[src/rtl/mac_cfg_seq.sv]
// mac_cfg_seq: holds the PHY in reset, then replays a register-write table over the MAC host bus.
// Define MAC_CFG_VERIFY_EN to add a read-back and compare after every write.
module mac_cfg_seq #(
  parameter int NUM_WR = 8,
  parameter int AW = 8,
  parameter int DW = 8,
  parameter int CLK_FREQ_HZ = 25_800_000,
  parameter int PHY_RST_US = 15000,
  parameter int ACK_TIMEOUT = 1023,
  parameter logic [NUM_WR*AW-1:0] WR_ADDR_TBL = 64'h00_02_0e_0f_0c_0d_0a_0b,
  parameter logic [NUM_WR*DW-1:0] WR_DATA_TBL = 64'h0e_c2_80_00_00_48_de_ac
) (
  input  logic          clk,
  input  logic          srst,
  input  logic          restart,
  input  logic          hready_n,
  input  logic          hdataout_en_n,
  input  logic [DW-1:0] hdataout,
  output logic          hcs_n,
  output logic          hwrite_n,
  output logic          hread_n,
  output logic [AW-1:0] haddr,
  output logic [DW-1:0] hdatain,
  output logic          phy_rst_n,
  output logic          cfg_busy,
  output logic          cfg_done,
  output logic          cfg_err,
  output logic [3:0]    err_idx
);
  localparam logic [2:0] PHY_RST = 3'd0;
  localparam logic [2:0] WR      = 3'd1;
  localparam logic [2:0] GAP     = 3'd2;
  localparam logic [2:0] RD      = 3'd3;
  localparam logic [2:0] DONE    = 3'd4;
  localparam logic [2:0] ERR     = 3'd5;
  localparam longint PHY_RST_CYC = (longint'(CLK_FREQ_HZ) * longint'(PHY_RST_US) + 999_999) / 1_000_000;
  localparam longint CNT_MAX = PHY_RST_CYC > longint'(ACK_TIMEOUT) ? PHY_RST_CYC : longint'(ACK_TIMEOUT);
  localparam int CW = $clog2(CNT_MAX + 1);
  localparam logic [CW-1:0] PHY_END = CW'(PHY_RST_CYC - 1);
  localparam logic [CW-1:0] ACK_END = CW'(ACK_TIMEOUT - 1);
  localparam logic [3:0] LAST = 4'(NUM_WR - 1);
`ifdef MAC_CFG_VERIFY_EN
  localparam logic [2:0] AFTER_WR = RD;
`else
  localparam logic [2:0] AFTER_WR = GAP;
`endif

  logic [2:0] state, state_nxt;
  logic [3:0] idx, idx_nxt;
  logic [CW-1:0] cnt, cnt_nxt;
  logic [AW-1:0] addr_tbl [16];
  logic [DW-1:0] data_tbl [16];

  // Pad the table to 16 entries so a 4-bit index never selects out of range.
  for (genvar i = 0; i < 16; i++) begin : g_tbl
    if (i < NUM_WR) begin : g_on
      assign addr_tbl[i] = WR_ADDR_TBL[i*AW +: AW];
      assign data_tbl[i] = WR_DATA_TBL[i*DW +: DW];
    end else begin : g_off
      assign addr_tbl[i] = '0;
      assign data_tbl[i] = '0;
    end
  end

  // One shared counter times the PHY reset and the acknowledge timeout.
  always_comb begin
    state_nxt = state;
    idx_nxt = idx;
    cnt_nxt = cnt + 1'b1;
    case (state)
      PHY_RST: if (cnt == PHY_END) begin
        state_nxt = WR;
        idx_nxt = '0;
        cnt_nxt = '0;
      end
      WR: if (!hready_n) begin
        state_nxt = AFTER_WR;
        cnt_nxt = '0;
      end else if (cnt == ACK_END) state_nxt = ERR;
`ifdef MAC_CFG_VERIFY_EN
      RD: if (!hdataout_en_n) state_nxt = hdataout == data_tbl[idx] ? GAP : ERR;
        else if (cnt == ACK_END) state_nxt = ERR;
`endif
      GAP: begin
        state_nxt = idx == LAST ? DONE : WR;
        idx_nxt = idx == LAST ? idx : idx + 4'd1;
        cnt_nxt = '0;
      end
      DONE, ERR: begin
        cnt_nxt = '0;
        if (restart) begin
          state_nxt = PHY_RST;
          idx_nxt = '0;
        end
      end
      default: state_nxt = PHY_RST;
    endcase
  end

  always_ff @(posedge clk or posedge srst)
    if (srst) begin
      state <= PHY_RST;
      idx <= '0;
      cnt <= '0;
      phy_rst_n <= 1'b0;
      hcs_n <= 1'b1;
      hwrite_n <= 1'b1;
      haddr <= '0;
      hdatain <= '0;
      cfg_busy <= 1'b1;
      cfg_done <= 1'b0;
      cfg_err <= 1'b0;
      err_idx <= '0;
    end else begin
      state <= state_nxt;
      idx <= idx_nxt;
      cnt <= cnt_nxt;
      phy_rst_n <= state_nxt != PHY_RST;
      hcs_n <= !(state_nxt == WR || state_nxt == RD);
      hwrite_n <= state_nxt != WR;
      haddr <= state_nxt == WR ? addr_tbl[idx_nxt] : haddr;
      hdatain <= state_nxt == WR ? data_tbl[idx_nxt] : hdatain;
      cfg_busy <= !(state_nxt == DONE || state_nxt == ERR);
      cfg_done <= state_nxt == DONE;
      cfg_err <= state_nxt == ERR;
      err_idx <= state_nxt == ERR ? idx : '0;
    end

`ifdef MAC_CFG_VERIFY_EN
  always_ff @(posedge clk or posedge srst)
    if (srst) hread_n <= 1'b1;
    else hread_n <= state_nxt != RD;
`else
  logic unused;
  assign unused = ^{hdataout_en_n, hdataout};
  assign hread_n = 1'b1;
`endif
endmodule

[config.mk]
export PLATFORM = sky130hd
export DESIGN_NAME = mac_cfg_seq
export DESIGN_NICKNAME = d
export VERILOG_FILES = /design/src/rtl/mac_cfg_seq.sv
export SDC_FILE = /design/constraint.sdc
export NUM_CORES = 1
export LEC_CHECK = 0
export BUFFER_PORTS_ARGS = -buffer_cell sky130_fd_sc_hd__buf_2
export CAP_MARGIN = 20
export CORE_UTILIZATION = 40
export DETAILED_ROUTE_END_ITERATION = 10
export GPL_ROUTABILITY_DRIVEN = 0
export SYNTH_ARGS = -nofsm -noshare
export SYNTH_HDL_FRONTEND = slang
export SYNTH_SLANG_ARGS = --single-unit
[constraint.sdc]
create_clock -name clk -period 4.45 [get_ports clk]
set_input_delay 0.445 -clock clk [delete_from_list [all_inputs] [get_ports clk]]
set_output_delay 0.445 -clock clk [all_outputs]
set_load 0.02 [all_outputs]
### Word level (Yosys, flattened, before mapping)

Memory sizes are Yosys's and may differ from the RTL's. A register that Yosys moved wholly into a read port is not among the register bits.
Index checks and enable logic that the tools add are counted.

* bits in registers: 36
* bits in read-only memories: 256
* bits of input ports: 13
* output and inout port bits: 27
* word-level logic and storage cells: 49
* memories kept: 2

Memory list
* (no name shown): words 16, width 8, rd ports 1, clocked after Yosys merged registers in 1, wr ports 0, RTL line 122 `hdatain <= state_nxt == WR ? data_tbl[idx_nxt] : hdatain;`
* (no name shown): words 16, width 8, rd ports 1, clocked after Yosys merged registers in 1, wr ports 0, RTL line 121 `haddr <= state_nxt == WR ? addr_tbl[idx_nxt] : haddr;`

* add/subtract/negate cells: 2
* equality and inequality tests: 12
* multiplexer cells: 14
* bitwise gates (word level): 1
* reductions and logical operators: 8

Operator list (count)
* one-hot mux 19 bit (3 select lines): 1
* two-way mux 19 bit: 2
* adder 19 x 1 -> 19 bit, second input constant: 1
* == test 19 x 10 -> 1 bit, second input constant: 1
* == test 19 bit, second input constant: 1
* two-way mux 4 bit: 4
* two-way mux 3 bit: 5
* == test 3 bit, second input constant: 4
* one-hot mux 3 bit (4 select lines): 1
* one-hot mux 4 bit (3 select lines): 1
* == test 3 x 1 -> 1 bit, second input constant: 2
* == test 3 x 2 -> 1 bit, second input constant: 2
* inverter 4 -> 5 bit: 1
* adder 4 x 1 -> 4 bit, second input constant: 1
* == test 4 x 3 -> 1 bit, second input constant: 1
* logical NOT 3 bit: 1
* != test 3 x 1 -> 1 bit, second input constant: 1
* nonzero test 3 bit: 1
* OR reduction 3 bit: 1
* logical NOT 1 bit: 2
* logical OR 1 bit: 2
* OR reduction 2 bit: 1

### Depth between registers and ports, before layout

Gate-level depths: netlist of run 1.

* depth after elaboration: 7
* mapped depth: 10
* depth with buffers taken out: 10

### Worst setup path before layout of run 1

OpenSTA, ideal clock, no wires.

* kind: register to register
* from: register cnt[0]
* to: register hdatain[7]
* library setup time: 0.121 ns
* arrival time: 2.215 ns
* data required time: 4.329 ns
* path slack: 2.114 ns
* stages on the path, launching flop included: 10
* path buffers: 0
* clock period less this slack: 2.336 ns
* path through: dfrtp_1 ha_1 nand2_1 nor4_4 a31oi_1 a211oi_1 inv_1 ha_1 mux2i_1 a22o_1

* elaborated cells between the ends (all ways): 10
* classes of those cells: eq/ne (3); mux (6); bitwise (1)

RTL lines
* start, declared: RTL line 50 `logic [CW-1:0] cnt, cnt_nxt;`
* start signal, assigned: RTL line 117 `cnt <= cnt_nxt;`
* == test 19 bit: RTL line 71 `PHY_RST: if (cnt == PHY_END) begin`
* two-way mux 4 bit: RTL line 71
* one-hot mux 4 bit (3 select lines): RTL line 70 `case (state)`
* named net idx_nxt[0]: RTL line 49 `logic [3:0] idx, idx_nxt;`
* inverter 4 -> 5 bit (not written as such): RTL line 122
* end, declared: RTL line 23 `output logic [DW-1:0] hdatain,`

The timed path passes the listed nets, and every way through them passes these cells.

### Worst setup path in the final report of run 1

Same ends and word-level chain as after synthesis.

==> results.toml, run 1 <==
[logic_synthesis]
ys_seq_elements = 47
yosysMostFrequentCell = "dfrtp_1"
synth_area_leaders = "dfrtp_1 46%, ha_1 4.7%, nor2_1 4.3%, xor2_1 4.3%, mux2i_1 3.3%"
synth-main-ff-cell = "dfrtp_1"
synth.distinct_cells = 52
synth_edf_count = 0
synthTopCellsByCount = "44 x dfrtp_1, 28 x nor2_1, 15 x nand2_1"
netlist_instances = 224
ys_warn_count = 0
yosysTopAreaCellShare_pct = 45.5
synth_top_area_cell = "dfrtp_1"
ys_seq_area_share_pct = 48.8
avgSynthCellArea_sq_um = 10.8
synth_area_sq_um = 2420
async_reset_ff_share_pct = 100

[cells_and_area]
nNetsFinal = 270
drive_gt1_share_pct = 21.3
diodes = 0
fillers = 548
stdcell_area_sq_um = 2670
syn_to_final_growth_pct = 10.2

[timing]
drv_slew = 0
tightest_slew_ps = 601
fmax_ghz = 0.356
tns_ps = 0
period_share_pct = 63.0
final-setup-viol-count = 0
whs_ps = 154
relSlewSlack_pct = 59.7
fin_crit_ps = 2810
finClkSkew_ps = 6.85
rsz0062_at_grt = "false"
hold_viol = 0

[grt]
grt.overflow.total = 0
grtUsageTotal_pct = 15.2
antenna_found_initial = 0
grt_pass1_wl_microns = 7330
grt_pass1_vias = 1571
grt_max_degree = 48

[worst_hold_path]
hold_class = "primary input to async pin"

[worst_setup_path]
start_kind = "flop"
arrival_ps = 3000
worst_setup_path_end_kind = "flop"
reg2regPathDepth = 9
rr_startpoint = "cnt[0]"
worst_ep_required_time_ps = 4640
rrSetupSlack_ps = 1640
crit_type = "flop to flop"
r2r_end = "hdatain[7]"
cp_max_fo = 5

[placed_design]
port_buffers = 24
dp_hpwl_microns = 2900
dpl_cell_area_sq_um = 2550

[die]
die_area_sq_um = 6360
die_x_microns = 79.8
coreArea_sq_um = 5680
start_util_pct = 42.6
io_pins = 40
row_count = 27
die_h_microns = 79.8

[route]
routed_via_density = 5.04
ant_nets = 0
remaining_drc_errors = 0
firstDrtPassIters = 4
wl_per_cell_microns = 13.4
vias = 1617
dr.first_iter.drc_count = 50
totalWireLength_microns = 4290

[clocking]
htreeDepth = 2
cts_buffer_depth = 2
cts_sinks = 47
clockRootBuffer = "clkbuf_8"
cts_hold_buf = 0
clock_latency_ps = 300
cts_tree = "built"
cts_resized = 0
cts_buffers = 5
clk_pin_slew_ps = 90
cts_setup_buffers = 0

[power]
p_leak_nw = 1.31
ir_drop_v = 0.000215
power.total_mw = 1.30
power.density_nw_per_um2 = 487

[run_status]
outcome = "finished, final reports clean"

[run]
drv_cap = 0
## kinds of logic after synthesis
kind of cell / count (synthesis) / share of synthesized area (%)
other: 2 / 0.311
AND/OR/NAND/NOR: 90 / 21.3
AO/OA/AOI/OAI: 28 / 9.57
adder cells (fa/ha/maj): 9 / 4.66
multiplexers: 8 / 3.31
flip-flops: 47 / 48.8
buffers and inverters: 23 / 5.90
XOR/XNOR: 17 / 6.16
## critical path: stages, from the launching register on
cell and delay (ps):
dfrtp_1 420, ha_1 230, nand2_1 170, nor4_4 370, a31oi_1 130, a211oi_1 550, inv_1 210, ha_1 350
mux2i_1 70, a22o_1 200
## cells in the final DEF, fill, tap and decap left out, types with 2 or more instances in the layout
master and count:
nand3_1 12, mux2i_1 8, a21oi_1 5, a22o_1 2, clkbuf_8 7, a31oi_1 2, and3_1 6, dfstp_2 3
conb_1 6, and2_1 2, o31ai_1 2, a22o_2 4, and4_1 2, nand2_1 15, nor2_1 28, xnor2_1 5
buf_2 24, o21ai_1 3, nor3b_1 2, xor2_1 12, nor4bb_1 2, ha_1 9, dfrtp_1 44, nor3_1 3
nand4_1 3, inv_1 9
## per-stage QoR
step                utilization (%)  setup slack, ps  instances
floorplan                         -             2110        228
global placement               44.9             1740        312
detailed placement             44.9             1690        312
CTS                            46.6             1650        320
global route                   47.0             1430        321
finish                         47.0             1640        321
## where the power goes
| part | switching (mW) | internal [mW] | total (mW) |
|---|---|---|---|
| clock | 0.144 | 0.142 | 0.286 |
| sequential | 0.0767 | 0.517 | 0.594 |
| combinational | 0.247 | 0.171 | 0.418 |
## cell type report
type	count	area (sq um)	share of cell area, %
Clock buffer	8	100	3.75
Tap cell	72	90.1	3.38
Multi-Input combinational cell	158	1110	41.7
Sequential cell	47	1180	44.3
Timing Repair Buffer	26	148	5.54
Inverter	10	37.5	1.41
## metal layers
| layer | share of wire (%) | routed length [microns] | vias to the layer above | track usage (%) |
|---|---|---|---|---|
| met3 | 3.9 | 166 | 5 | 4.34 |
| met2 | 45 | 1940 | 31 | 22.7 |
| met1 | 49 | 2120 | 767 | 20.6 |
| met4 | 1.6 | 67 | 0 | 6.43 |
| met5 | 0 | 0 | - | 0 |
| li1 | - | - | 814 | - |
## sequential cells by signal, summed over array words and instances (netlist names)
signal / count
state: 3
cfg_busy: 1
hwrite_n: 1
hdatain: 7
err_idx: 4
cfg_err: 1
phy_rst_n: 1
hcs_n: 1
cnt: 19
idx: 4
haddr: 4
cfg_done: 1
## worst max path at each step
stage	slack [ps]	depth (start not counted)	from	to
floorplan	2110	9	cnt[0]	hdatain[7]
global placement	1740	9	cnt[0]	hdatain[7]
detailed placement	1690	9	cnt[0]	hdatain[7]
CTS	1650	9	cnt[0]	hdatain[7]
global route	1430	9	cnt[0]	hdatain[7]
finish	1640	9	cnt[0]	hdatain[7]
(Power assumes the default switching activity.)
==> run 2, diff against run 1 <==
==> constraint.sdc (replaced) <==
create_clock -name clk -period 2.8 [get_ports clk]
set_input_delay 0.28 -clock clk [delete_from_list [all_inputs] [get_ports clk]]
set_output_delay 0.28 -clock clk [all_outputs]
set_load 0.02 [all_outputs]
==> run 2 against run 1 <==
  * Hold slack got worse by 140 ps
  * Critical path type unchanged
  * Combinational power increased by 61%
  * Die area unchanged
  * Largest power group unchanged
==> results.toml, run 2 (synthesized netlist as in run 1, its figures left out) <==
[run_status]
outcome = "finished, final reports clean"

[route]
wl_per_cell_microns = 13.1
firstDrtPassIters = 4
remaining_drc_errors = 0
routed_via_density = 5.06
dr.first_iter.drc_count = 56
totalWireLength_microns = 4230
ant_nets = 0
vias = 1630

[cells_and_area]
syn_to_final_growth_pct = 10.2
mostFrequentLayoutCells = "44 x dfrtp_1, 28 x nor2_1, 24 x buf_2, 15 x nand2_1"
top_regs = "cnt (19), hdatain (7)"
stdcell_area_sq_um = 2670
final_common_cell = "dfrtp_1"
nNetsFinal = 271
largest_reg_flops = 19
drive_gt1_share_pct = 22.0
fillers = 533
regMostFlops = "cnt"
diodes = 0

[placed_design]
dp_hpwl_microns = 2930
pre_cts_ws_ps = 292
port_buffers = 24
dpl_cell_area_sq_um = 2550

[power]
power.density_nw_per_um2 = 754
p_int_mw = 1.27
ir_drop_v = 0.000326
switching_share_pct = 36.6
p_sw_uw = 736
combPwrFrac_pct = 33.5
p_seq_share_pct = 46.8
p_leak_nw = 1.31
clockPowerShare_pct = 19.7

[grt]
grt.overflow.total = 0
grt_max_degree = 48
grt_pass1_vias = 1599
grt_pass1_wl_microns = 7330
antenna_found_initial = 0
grtUsageTotal_pct = 15.1

[worst_setup_path]
arrival_ps = 2720
reg2regPathDepth = 6
crit_path_max_incr_delay_ps = 570
critPathTopFamily = "compound AO/OA/AOI/OAI gates"
worst_setup_path_end_kind = "flop"
path_buf_inv = 0
cp_max_fo = 17
worst_ep_required_time_ps = 2990
start_kind = "flop"
crit_path_cell_trace = "nor4bb_1 -> and3_1 -> a31oi_2 -> a21bo_1 -> nor2_1 -> a22o_2"
crit_type = "flop to flop"
worst-path-stages = 6
slowest_stage = "a21bo_1"

[die]
die_area_sq_um = 6360
die_h_microns = 79.8
start_util_pct = 42.6
row_count = 27
io_pins = 40
coreArea_sq_um = 5680
die_x_microns = 79.8

[clocking]
clk_pin_slew_ps = 80
cts_sinks = 47
clock_latency_ps = 300
cts_setup_buffers = 0
htreeDepth = 2
cts_hold_buf = 0
cts_tree = "built"
cts_resized = 0
clockRootBuffer = "clkbuf_8"
cts_buffer_depth = 2
cts_buffers = 5

[timing]
tightest_slew_ps = 554
finClkSkew_ps = 7.99
hold_viol = 0
fmax_ghz = 0.395
drv_slew = 0
fin_ws_ps = 269
rsz0062_at_grt = "false"
period_share_pct = 90.4
tns_ps = 0
relSlewSlack_pct = 63.0
final-setup-viol-count = 0
fin_crit_ps = 2530

[worst_hold_path]
hold_class = "primary input to async pin"

[run]
drv_cap = 0
[run 2: cell types whose count changed in the layout (fill, tap and decap cells not counted)]
cell      previous run  this run
buf_16               0         1
clkinv_2             0         3
buf_4                1         2
buf_12               1         0
clkbuf_1             1         0
clkbuf_8             7         5
[run 2: layout make-up]
type	instances	area (sq um)	area share [%]
sequential	47	1180	44.3
clock buffer	5	68.8	2.58
multi-input combinational	158	1110	41.7
clock inverter	3	15.0	0.563
timing repair buffer	27	163	6.10
tap	72	90.1	3.38
inverter	10	37.5	1.41
[run 2: metal layers]
metal / up-vias / GRT usage, % / routed length [microns]
met5: - / 0 / 0
met4: 0 / 7.86 / 79
met3: 7 / 3.43 / 176
met2: 32 / 23.6 / 1910
met1: 766 / 19.4 / 2060
li1: 825 / - / -
[run 2: path summary, 6_finish.rpt]
check,slack (ps),from,end
worst max-delay path,270,state[2],hdatain[3]
max in group asynchronous,2200,srst,cfg_busy
worst max register to register,270,state[2],hdatain[3]
min in group clk,170,hready_n,state[1]
worst min-delay path,20,srst,hdatain[7]
worst min register to register,490,hdatain[6],hdatain[6]
[run 2: metrics by stage]
step,hold slack (ps),utilization [%],cells,total power [mW]
5_1_grt,52.5,47.0,322,2.16
3_5_place_dp,475,45.0,313,1.63
3_3_place_gp,457,45.0,313,1.63
2_1_floorplan,359,-,228,1.46
4_1_cts,162,46.5,321,2.03
6_report,15.7,47.0,322,2.01
[run 2: power by group through the flow]
stage               clock [mW]  sequential [mW]  combinational, mW
floorplan                    0             1.03              0.433
global placement             0            0.951              0.674
detailed placement           0            0.954              0.674
CTS                      0.411            0.941              0.679
global route             0.441            0.964              0.757
finish                   0.395            0.941              0.674
